**config.mk**
```make
export PLATFORM = sky130hd
export DESIGN_NAME = rr_arbiter_8
export DESIGN_NICKNAME = d
export VERILOG_FILES = /design/src/rtl/rr_arbiter_8.sv
export SDC_FILE = /design/constraint.sdc
export NUM_CORES = 1
export LEC_CHECK = 0
export CAP_MARGIN = 20
export CELL_PAD_IN_SITES_DETAIL_PLACEMENT = 1
export CELL_PAD_IN_SITES_GLOBAL_PLACEMENT = 1
export CORE_ASPECT_RATIO = 0.6
export CORE_MARGIN = 1
export CORE_UTILIZATION = 30
export CTS_CLUSTER_SIZE = 10
export DETAILED_ROUTE_END_ITERATION = 12
export GPL_TIMING_DRIVEN = 1
export PLACE_DENSITY = 0.68
export SLEW_MARGIN = 10
export SYNTH_ARGS = -nofsm -noshare
export SYNTH_HDL_FRONTEND = slang
export SYNTH_SLANG_ARGS = --single-unit
```
**constraint.sdc**
```tcl
create_clock -name clk -period 4 [get_ports clk]
set_clock_uncertainty 0.1 [all_clocks]
set_input_delay 0.4 -clock clk [delete_from_list [all_inputs] [get_ports clk]]
set_output_delay 0.4 -clock clk [all_outputs]
set_load 0.01 [all_outputs]
```
**src/rtl/rr_arbiter_8.sv**
```systemverilog
// Eight-way round-robin arbiter with registered grant and a two-state IDLE/BUSY controller.
// Optional forced release of long-held grants is enabled by defining GRANT_TIMEOUT_EN.
module rr_arbiter_8 #(
  parameter int TIMEOUT_CYCLES = 16
) (
  input  logic       clk,
  input  logic       rst,
  input  logic [7:0] req,
  input  logic       done,
  output logic [7:0] gnt,
  output logic [2:0] gnt_idx,
  output logic       gnt_valid,
  output logic       timeout_err
);

  localparam logic IDLE = 1'b0;
  localparam logic BUSY = 1'b1;

  if (TIMEOUT_CYCLES < 1 || TIMEOUT_CYCLES > 255) begin : g_chk
    $error("TIMEOUT_CYCLES out of range 1..255");
  end

  logic       state;
  logic [2:0] ptr;
  logic [2:0] winner;
  logic [2:0] cand;
  logic       rel;

  // Scan from lowest priority to highest so the last hit is the winner.
  always_comb begin
    winner = ptr;
    cand   = ptr;
    for (int i = 7; i >= 0; i--) begin
      cand = ptr + 3'(i);
      if (req[cand]) winner = cand;
    end
  end

  assign rel = done | ~req[gnt_idx];

`ifdef GRANT_TIMEOUT_EN
  logic [7:0] hold;
  logic       expire;

  assign expire = (hold == 8'(TIMEOUT_CYCLES - 1));

  always_ff @(posedge clk) begin
    if (rst) begin
      hold        <= 8'd0;
      timeout_err <= 1'b0;
    end else begin
      timeout_err <= 1'b0;
      if (state == IDLE) begin
        hold <= 8'd0;
      end else if (!rel) begin
        hold <= hold + 8'd1;
        if (expire) timeout_err <= 1'b1;
      end
    end
  end
`else
  logic expire;

  assign expire      = 1'b0;
  assign timeout_err = 1'b0;
`endif

  always_ff @(posedge clk) begin
    if (rst) begin
      state     <= IDLE;
      ptr       <= 3'd0;
      gnt       <= 8'd0;
      gnt_idx   <= 3'd0;
      gnt_valid <= 1'b0;
    end else begin
      unique case (state)
        IDLE: begin
          if (|req) begin
            state     <= BUSY;
            ptr       <= winner + 3'd1;
            gnt       <= 8'd1 << winner;
            gnt_idx   <= winner;
            gnt_valid <= 1'b1;
          end
        end
        BUSY: begin
          // A normal release takes precedence over an expiring timer.
          if (rel || expire) begin
            state     <= IDLE;
            gnt       <= 8'd0;
            gnt_valid <= 1'b0;
          end
        end
        default: begin
          state     <= IDLE;
          gnt       <= 8'd0;
          gnt_valid <= 1'b0;
        end
      endcase
    end
  end

endmodule
```
## Yosys cells after proc, flatten, opt, wreduce, memory -nomap -nowiden

Index checks and enable logic that the tools add are counted.

- $lt $le $gt $ge: 9
- Add/subtract/negate cells: 8
- Bitwise gates (word level): 3
- Div/mod/pow operators: 0
- Reductions and logical operators: 3
- Multipliers: 0
- Equality and inequality tests: 2
- Mux-type cells: 35
- Shift-type cells: 1

Operator list:

| cell | count |
|---|---|
| 3-bit by 4-bit less-than comparator with 1-bit output, second input constant | 9 |
| 1-bit binary-select mux with 3-bit select | 9 |
| 3-bit 2-to-1 mux | 8 |
| 8-bit 2-to-1 mux | 2 |
| 8-bit one-hot mux with 2 select lines | 1 |
| 1-bit 2-to-1 mux | 13 |
| 3-bit adder, second input constant | 4 |
| 8-bit OR reduction | 1 |
| 1-bit by 3-bit left shift with 8-bit output, first input constant | 1 |
| 3-bit by 1-bit adder with 3-bit output, second input constant | 2 |
| 3-bit by 2-bit adder with 3-bit output, second input constant | 2 |
| 1-bit one-hot mux with 2 select lines | 2 |
| 2-bit AND reduction | 2 |
| 2-bit by 1-bit != test with 1-bit output, second input constant | 1 |
| 2-bit != test, second input constant | 1 |
| 1-bit inverter | 2 |
| 1-bit OR | 1 |

- Latch bits: 0
- RAM bits: 0
- Output and inout port bits: 13
- Input bits: 11
- Word-level logic and storage cells: 66
- Flip-flop bits (word level): 16
- Memories kept: 0
- ROM bits: 0

## Longest topological paths before layout

Gate-level depths: netlist of the first run.

- Depth in word-level cells: 14
- Gate-level depth with buffers: 15
- Gate-level depth less buffers: 12

## Worst setup path after synthesis of the first run

OpenSTA, ideal clock, no wires.

- Path kind: reg-to-reg
- Start: reg ptr[0]
- End: reg ptr[2]
- Buffers on the path: 3
- Library setup time: 0.128 ns
- Arrival time: 3.381 ns
- Path slack: 0.391 ns
- Clock period less this slack: 3.609 ns
- Required time: 3.772 ns
- Cell stages (with the launch flop): 16
- Cells stage by stage: dfxtp_1 buf_6 clkbuf_1 inv_1 ha_1 buf_2 mux2i_1 mux2i_1 o211ai_1 o211ai_1 a211oi_2 nor2_1 ha_1 ha_1 a21oi_1 nor2_1

- Longest elaborated chain between the ends: 12
- Elaborated cells on any way between the ends: 32
- Classes of those cells: 8 x add/sub; 24 x mux

RTL lines:

| element | line | RTL |
|---|---|---|
| from (decl) | 24 | `logic [2:0] ptr;` |
| from (signal assigned) | 80 | `ptr <= winner + 3'd1;` |
| 3-bit adder | 34 | `cand = ptr + 3'(i);` |
| 1-bit binary-select mux with 3-bit select | 35 | `if (req[cand]) winner = cand;` |
| 1-bit 2-to-1 mux (implied by the code) | 35 |  |
| 3-bit 2-to-1 mux (7 in series) | 35 |  |
| 3-bit 2-to-1 mux * | 35 |  |
| named net winner[1] | 25 | `logic [2:0] winner;` |
| 3-bit by 1-bit adder with 3-bit output * | 80 |  |

The timed path passes the listed nets; every way through them passes the cells marked *. The select of a mux whose other input is x is not followed.
A chain may end at the register's enable or synchronous reset.

## Worst setup path after layout of the first run

- Start: in req[7]
- End: reg ptr[2]

- Longest elaborated chain between the ends: 11
- Elaborated cells on any way between the ends: 27
- Classes of those cells: 1 x add/sub; 24 x mux; 2 x reduce/logical

RTL lines:

| element | line | RTL |
|---|---|---|
| from (decl) | 8 | `input logic [7:0] req,` |
| 1-bit binary-select mux with 3-bit select | 35 |  |
| 1-bit 2-to-1 mux (implied by the code) | 35 |  |
| 3-bit 2-to-1 mux (7 in series) | 35 |  |
| 3-bit 2-to-1 mux * | 35 |  |
| named net winner[1] | 25 |  |
| 3-bit by 1-bit adder with 3-bit output * | 80 |  |

Marks and branches as above.

==> key figures, run 1 <==
Outcome
  • Status: completed

Worst setup path
  • Delay-heaviest family, CP: multiplexers
  • Crit. End Element: flip-flop
  • CP Data Required Time: around 4 ns
  • CP arrival: between 3 and 4 ns
  • Crit Path Class: in2reg
  • CP max stage delay: approximately 0.74 ns
  • CP Max Fanout: 10
  • R2R depth: 11
  • Startpoint types: input pin
  • CP bufs+invs: 1
  • Sequence of cells on the critical path: clkdlybuf4s50_1, mux4_1, mux2i_1, a21boi_1, o311ai_1, a211oi_2, nor2_1, ha_1, ha_1, a21oi_1, nor2_1
  • Worst path slowest cell: mux4_1
  • Cell count along the critical path: 11

Power and ir drop
  • Peak VDD IR: 0.249 mV
  • Pwr Total: approximately 0.0020 W
  • Power per Cell Area: 921 nW/um^2
  • Leakage: roughly 0.75 nW

Placed design
  • Placed cell count: ~290
  • GP Congestion: a little over 0.9
  • HPWL Detailed: between 4 and 5 mm
  • Placed Instance Area: approximately 2100 um^2
  • Port-buffer cells: 22

Clocking
  • Quantity of gates resized following cts: 0
  • Clock root cell: clkbuf_8
  • Post-CTS Setup Inserts: 0
  • CTS tree: built
  • CTS Sinks: 16
  • H-tree Lvls: 1
  • Clock Path Buffers: 2
  • Total CTS buffers: 3
  • CTS clock-pin slew for the worst setup and hold paths: roughly 0.060 ns
  • Hold Buf Count CTS: 0
  • Clock Latency Late Sink: 0.25 ns

Floorplanning
  • Die area: around 6500 um^2
  • Die height: 62.9 um
  • Initial Util: between 30% and 40%
  • # rows: 21
  • Core area: between 5000 and 6000 um^2
  • IO Count: 24
  • Die W: 104 um

Detailed routing
  • # DRC: 0
  • Vias post-DR: roughly 1800
  • Routed length per instance: between 15 and 20 um
  • Total Wirelength: around 5.6 mm
  • Initial DRC count: around 100
  • Antenna-violating nets left: 0
  • Initial DRT Pass Iterations: 4
  • Via density: 5.98

GRT
  • Gr usage total: 18.0%
  • Initial antenna violation count: 0
  • First-pass GRT wire length: 9.31 mm
  • GR Overflow Total: 0
  • Largest net degree at the start of global routing: 30
  • Number of global-route vias before repair: 1708

Final layout
  • Layout cells sized above 1: between 10% and 20%
  • Final Util: between 30% and 40%
  • Design Area, Final: around 2200 um^2
  • Fin cells: between 200 and 300
  • Area Overhead vs Synth: 16.3%
  • Nets: approximately 240
  • N_diodes: 0

Logic synthesis
  • Netlist cell types: 58
  • Synth warnings: 0
  • Synth async-reset ratio: 0%
  • Post-Syn Area: around 1900 um^2
  • Post-synth EDFFs: 0
  • Synth Flop Type: dfxtp_1
  • Mapped Cells: between 200 and 250
  • Synth Net Count: roughly 220
  • Post-Syn Area per Cell: approximately 9.1 um^2
  • Number of synthesized register bits: 16
  • Sequential cell area fraction in the yosys report: around 17%

Timing
  • Setup Viol. Count Final: 0
  • Slew Limit Headroom: about two fifths
  • Max Slew Vio Count: 0
  • Final TNS setup: 0 ns
  • Unrepaired setup endpoints after global routing: false
  • Hold Vio Cnt, Final: 0
  • Fin crit period: around 3.6 ns
  • Tcrit/Tclk final: 89.3%
  • Peak Freq: approximately 280 MHz
  • Worst-Margin Slew: just over 0.9 ns

Hold path
  • WHS Path Cells: 2
  • Min-delay worst type: reg2reg

Job
  • MaxCap Viol Count: 0
[metrics by stage]
step,hold slack (ns),setup slack (ns)
CTS,0.380,0.464
global route,0.410,0.239
floorplan,0.399,0.391
global placement,0.362,0.267
finish,0.376,0.428
detailed placement,0.365,0.207
[cells in the final DEF (no fill, tap or decap), drive strengths merged, types with 5 or more instances in the layout]
cell / instances
dfxtp: 16
nand2: 16
o211ai: 7
nand3: 8
mux2: 5
mux2i: 12
ha: 7
nor2: 16
a21oi: 10
nand4: 7
inv: 6
mux4: 13
clkdlybuf4s50: 22
[path summary, 6_finish.rpt]
path                            start                   to  slack [ns]
setup / recovery               req[7]  ptr[2]$_SDFFE_PP0P_        0.43
hold reg to reg   gnt[1]$_SDFFE_PP0P_  gnt[1]$_SDFFE_PP0P_        0.38
setup reg to reg  ptr[0]$_SDFFE_PP0P_  ptr[2]$_SDFFE_PP0P_        0.45
hold / removal    gnt[1]$_SDFFE_PP0P_  gnt[1]$_SDFFE_PP0P_        0.38
[cell usage after synthesis, drive strengths merged, types with 4 or more instances]
cell	n	area share [%]
nand4	7	2.4
nand3	8	2.2
o31ai	4	2.7
nand2b	4	1.3
mux4	13	16
nand2	16	3.2
nor2	16	3.2
or2	4	1.3
mux2i	12	6.5
buf	9	3.7
a21oi	10	2.7
xnor2	4	2.3
clkbuf	7	1.5
a211oi	4	1.9
o211ai	7	2.8
mux2	5	3.2
inv	6	1.2
dfxtp	16	17
ha	7	4.7
[tightest hold or removal path: stages (launching register included)]
cell      delay (ns)
dfxtp_1         0.32
nand2_1         0.05
o211ai_1        0.07
[sequential cells by signal, summed over array words and instances, names as in the netlist]
signal     cells
state          1
gnt_valid      1
gnt            8
gnt_idx        3
ptr            3
[power breakdown]
part / switching (W) / leakage [nW] / internal (W)
combinational: 0.000900 / 0.592 / 0.000677
clock: 0.0000554 / 0.0288 / 0.0000873
sequential: 0.0000510 / 0.131 / 0.000215
total: 0.00101 / 0.752 / 0.000980
[per-layer routing]
layer	part of all wire, %	vias to the layer above	global-route usage, %
met5	0	-	0
met4	0	0	0.543
met3	8.3	0	5.53
met2	38	53	23.3
met1	53	893	29.2
li1	-	825	-
[area by class of cell]
| class | instances | area (um^2) |
|---|---|---|
| Multi-Input combinational cell | 164 | 1410 |
| Timing Repair Buffer | 25 | 243 |
| Clock buffer | 4 | 55.1 |
| Inverter | 7 | 26.3 |
| Fill cell | 681 | 3600 |
| Sequential cell | 16 | 320 |
| Tap cell | 80 | 100 |
[logic make-up after synthesis]
logic type      count (synthesis)  share of synthesized area, %
buf+inv                        23                          6.61
other cells                     1                         0.202
compound gates                 57                          25.7
simple gates                   63                          16.6
flops                          16                          17.3
fa+ha+maj                       7                          4.72
xor+xnor                        6                          3.24
mux                            30                          25.7
(Power assumes the default switching activity.)
==> run 2: changes to the inputs <==
--- a/config.mk
+++ b/config.mk
@@ -10,12 +10,13 @@
 export CELL_PAD_IN_SITES_GLOBAL_PLACEMENT = 1
 export CORE_ASPECT_RATIO = 0.6
 export CORE_MARGIN = 1
-export CORE_UTILIZATION = 30
+export CORE_UTILIZATION = 43
 export CTS_CLUSTER_SIZE = 10
 export DETAILED_ROUTE_END_ITERATION = 12
 export GPL_TIMING_DRIVEN = 1
-export PLACE_DENSITY = 0.68
+export PLACE_DENSITY = 0.89
 export SLEW_MARGIN = 10
 export SYNTH_ARGS = -nofsm -noshare
 export SYNTH_HDL_FRONTEND = slang
 export SYNTH_SLANG_ARGS = --single-unit
+export TNS_END_PERCENT = 10
==> run 2 against run 1 <==
  * Routed wire length is 2.4% lower
  * Sequential share of layout area is 0.17 points higher
  * Cell area is 1.2% lower
  * Critical path depth is 1 higher
  * Combinational power hardly changed
  * Clock-buffer cell count stayed put
  * First-iteration DRC count is 0.99% higher
  * Critical path type is now reg2reg
  * Global-route usage is 7.6 points higher
  * Die area is 30% lower
==> key figures, run 2 (synthesis gave the netlist of run 1 again) <==
Clocking
  • Post-CTS Setup Inserts: 0 (unchanged)
  • CTS tree: built
  • Clock Latency Late Sink: 0.26 ns (about the same)
  • CTS Sinks: 16 (unchanged)
  • CTS clock-pin slew for the worst setup and hold paths: 0.07 ns (about the same)
  • Total CTS buffers: 3 (unchanged)
  • H-tree Lvls: 1 (unchanged)
  • Hold Buf Count CTS: 0 (unchanged)
  • Quantity of gates resized following cts: 0 (unchanged)
  • Clock root cell: clkbuf_8
  • Clock Path Buffers: 2 (unchanged)

Final layout
  • Nets: 235 (unchanged)
  • Commonest non-fill, non-tap cells in the layout: 22 x clkdlybuf4s50_1, 16 x nor2_1, 16 x nand2_1, 16 x dfxtp_1
  • Area Overhead vs Synth: 14.9%
  • Top flop regs: gnt (8), gnt_idx (3), ptr (3)
  • Commonest non-fill, non-tap cell in the layout: clkdlybuf4s50_1
  • Filler cell count: 479 (-30%)
  • Final Util: 51.7% (+14 points)
  • N_diodes: 0 (unchanged)
  • Biggest register: gnt
  • Max reg flops: 8 (unchanged)
  • Layout cells sized above 1: 15.7% (unchanged)

GRT
  • GR Overflow Total: 0 (unchanged)
  • Largest net degree at the start of global routing: 30 (unchanged)
  • Gr usage total: 25.7% (+7.6 points)
  • First-pass GRT wire length: 8.83 mm (-5.2%)
  • Number of global-route vias before repair: 1585 (-7.2%)
  • Initial antenna violation count: 0 (unchanged)

Detailed routing
  • # DRC: 0 (unchanged)
  • Antenna-violating nets left: 0 (unchanged)
  • Routed length per instance: 19.9 um (+4.7%)
  • Initial DRT Pass Iterations: 4 (unchanged)
  • Total Wirelength: 5.48 mm (-2.4%)
  • Initial DRC count: 102 (+0.99%)
  • Via density: 6.40 (+7.0%)
  • Vias post-DR: 1767 (-0.23%)

Timing
  • Final worst setup slack: 0.413 ns (-0.0151 ns)
  • Max Slew Vio Count: 0 (unchanged)
  • Worst-Margin Slew: 0.961 ns (+0.0427 ns)
  • Unrepaired setup endpoints after global routing: false
  • Slew Limit Headroom: 35.9% (-2.6 points)
  • Hold Vio Cnt, Final: 0 (unchanged)
  • Final TNS setup: 0 ns (unchanged)
  • Peak Freq: 279 MHz (-0.42%)
  • Fin crit period: 3.59 ns (+0.0151 ns)
  • Tcrit/Tclk final: 89.7% (+0.38 points)
  • Setup Viol. Count Final: 0 (unchanged)

Power and ir drop
  • Peak VDD IR: 0.385 mV (+55%)
  • Power per Cell Area: 939 nW/um^2 (+2.1%)
  • Leakage: 0.752 nW (unchanged)

Floorplanning
  • # rows: 18 (-14%)
  • Die W: 86.8 um (-16%)
  • Die area: 4590 um^2 (-30%)
  • Initial Util: 45.0% (+13 points)
  • Die height: 52.9 um (-16%)
  • IO Count: 24 (unchanged)
  • Core area: 4120 um^2 (-28%)

Placed design
  • HPWL Detailed: 4.23 mm (-3.7%)
  • Dpl ws: 0.352 ns (+0.145 ns)
  • Port-buffer cells: 22 (unchanged)
  • GP Congestion: 0.923 (-0.76%)

Worst setup path
  • CP Data Required Time: 4.03 ns (about the same)
  • CP arrival: 3.62 ns (+0.02 ns)
  • Sequence of cells on the critical path: inv_1, ha_1, mux2i_1, mux2i_1, o211ai_1, a41oi_1, o22ai_1, nor2_1, ha_1, ha_1, a21oi_1, nor2_1
  • CP max stage delay: 0.67 ns (-0.07 ns)
  • Delay-heaviest family, CP: adder cells
  • Worst path slowest cell: ha_1
  • CP Max Fanout: 13 (+3)
  • Crit. End Element: flip-flop
  • Top cell by count, worst path: ha_1
  • Crit Path Class: reg2reg
  • CP bufs+invs: 1 (unchanged)
  • Startpoint types: flip-flop

Hold path
  • Min-delay worst type: reg2reg

Job
  • MaxCap Viol Count: 0 (unchanged)

Outcome
  • Status: completed
[run 2: area by class of cell]
class	instances	area, um^2	share of cell area, %
multi-input cells	164	1410	66.3
flip-flops and latches	16	320	15.0
repair buffers	25	243	11.4
well taps	60	75.1	3.52
clock buffers	4	55.1	2.58
inverters	7	26.3	1.23
[run 2: path summary, 6_finish.rpt]
path / from / end / slack [ns] / cells past startpoint
setup / recovery: ptr[0]$_SDFFE_PP0P_ / ptr[2]$_SDFFE_PP0P_ / 0.41 / 12
hold / removal: gnt[1]$_SDFFE_PP0P_ / gnt[1]$_SDFFE_PP0P_ / 0.37 / 2
setup reg to reg: ptr[0]$_SDFFE_PP0P_ / ptr[2]$_SDFFE_PP0P_ / 0.41 / 12
hold reg to reg: gnt[1]$_SDFFE_PP0P_ / gnt[1]$_SDFFE_PP0P_ / 0.37 / 2
[run 2: routing by layer]
layer / routed length (um) / global-route usage [%] / vias to the layer above
li1: - / - / 826
met1: 2870 / 39.5 / 880
met2: 2310 / 38.3 / 58
met3: 283 / 4.21 / 3
met4: 17 / 2.50 / 0
met5: 0 / 0 / -
[run 2: through the flow]
step / cells / cell area (um^2) / hold WS [ns] / power, W
finish: 276 / 2130 / 0.375 / 0.00200
global route: 276 / 2130 / 0.416 / 0.00214
CTS: 276 / 2130 / 0.380 / 0.00199
detailed placement: 272 / 2080 / 0.367 / 0.00182
global placement: 272 / 2080 / 0.358 / 0.00176
floorplan: 203 / 1860 / 0.399 / 0.00144
[run 2: worst register-to-register path, stage by stage (launching register included)]
cell	delay, ns
dfxtp_1	0.33
inv_1	0.12
ha_1	0.67
mux2i_1	0.33
mux2i_1	0.15
o211ai_1	0.40
a41oi_1	0.20
o22ai_1	0.33
nor2_1	0.13
ha_1	0.25
ha_1	0.28
a21oi_1	0.12
nor2_1	0.05
[run 2: power by group]
| part | internal, W | total, W | switching [W] |
|---|---|---|---|
| Combinational | 0.000678 | 0.00159 | 0.000912 |
| Sequential | 0.000215 | 0.000265 | 0.0000500 |
| Clock | 0.0000875 | 0.000147 | 0.0000599 |
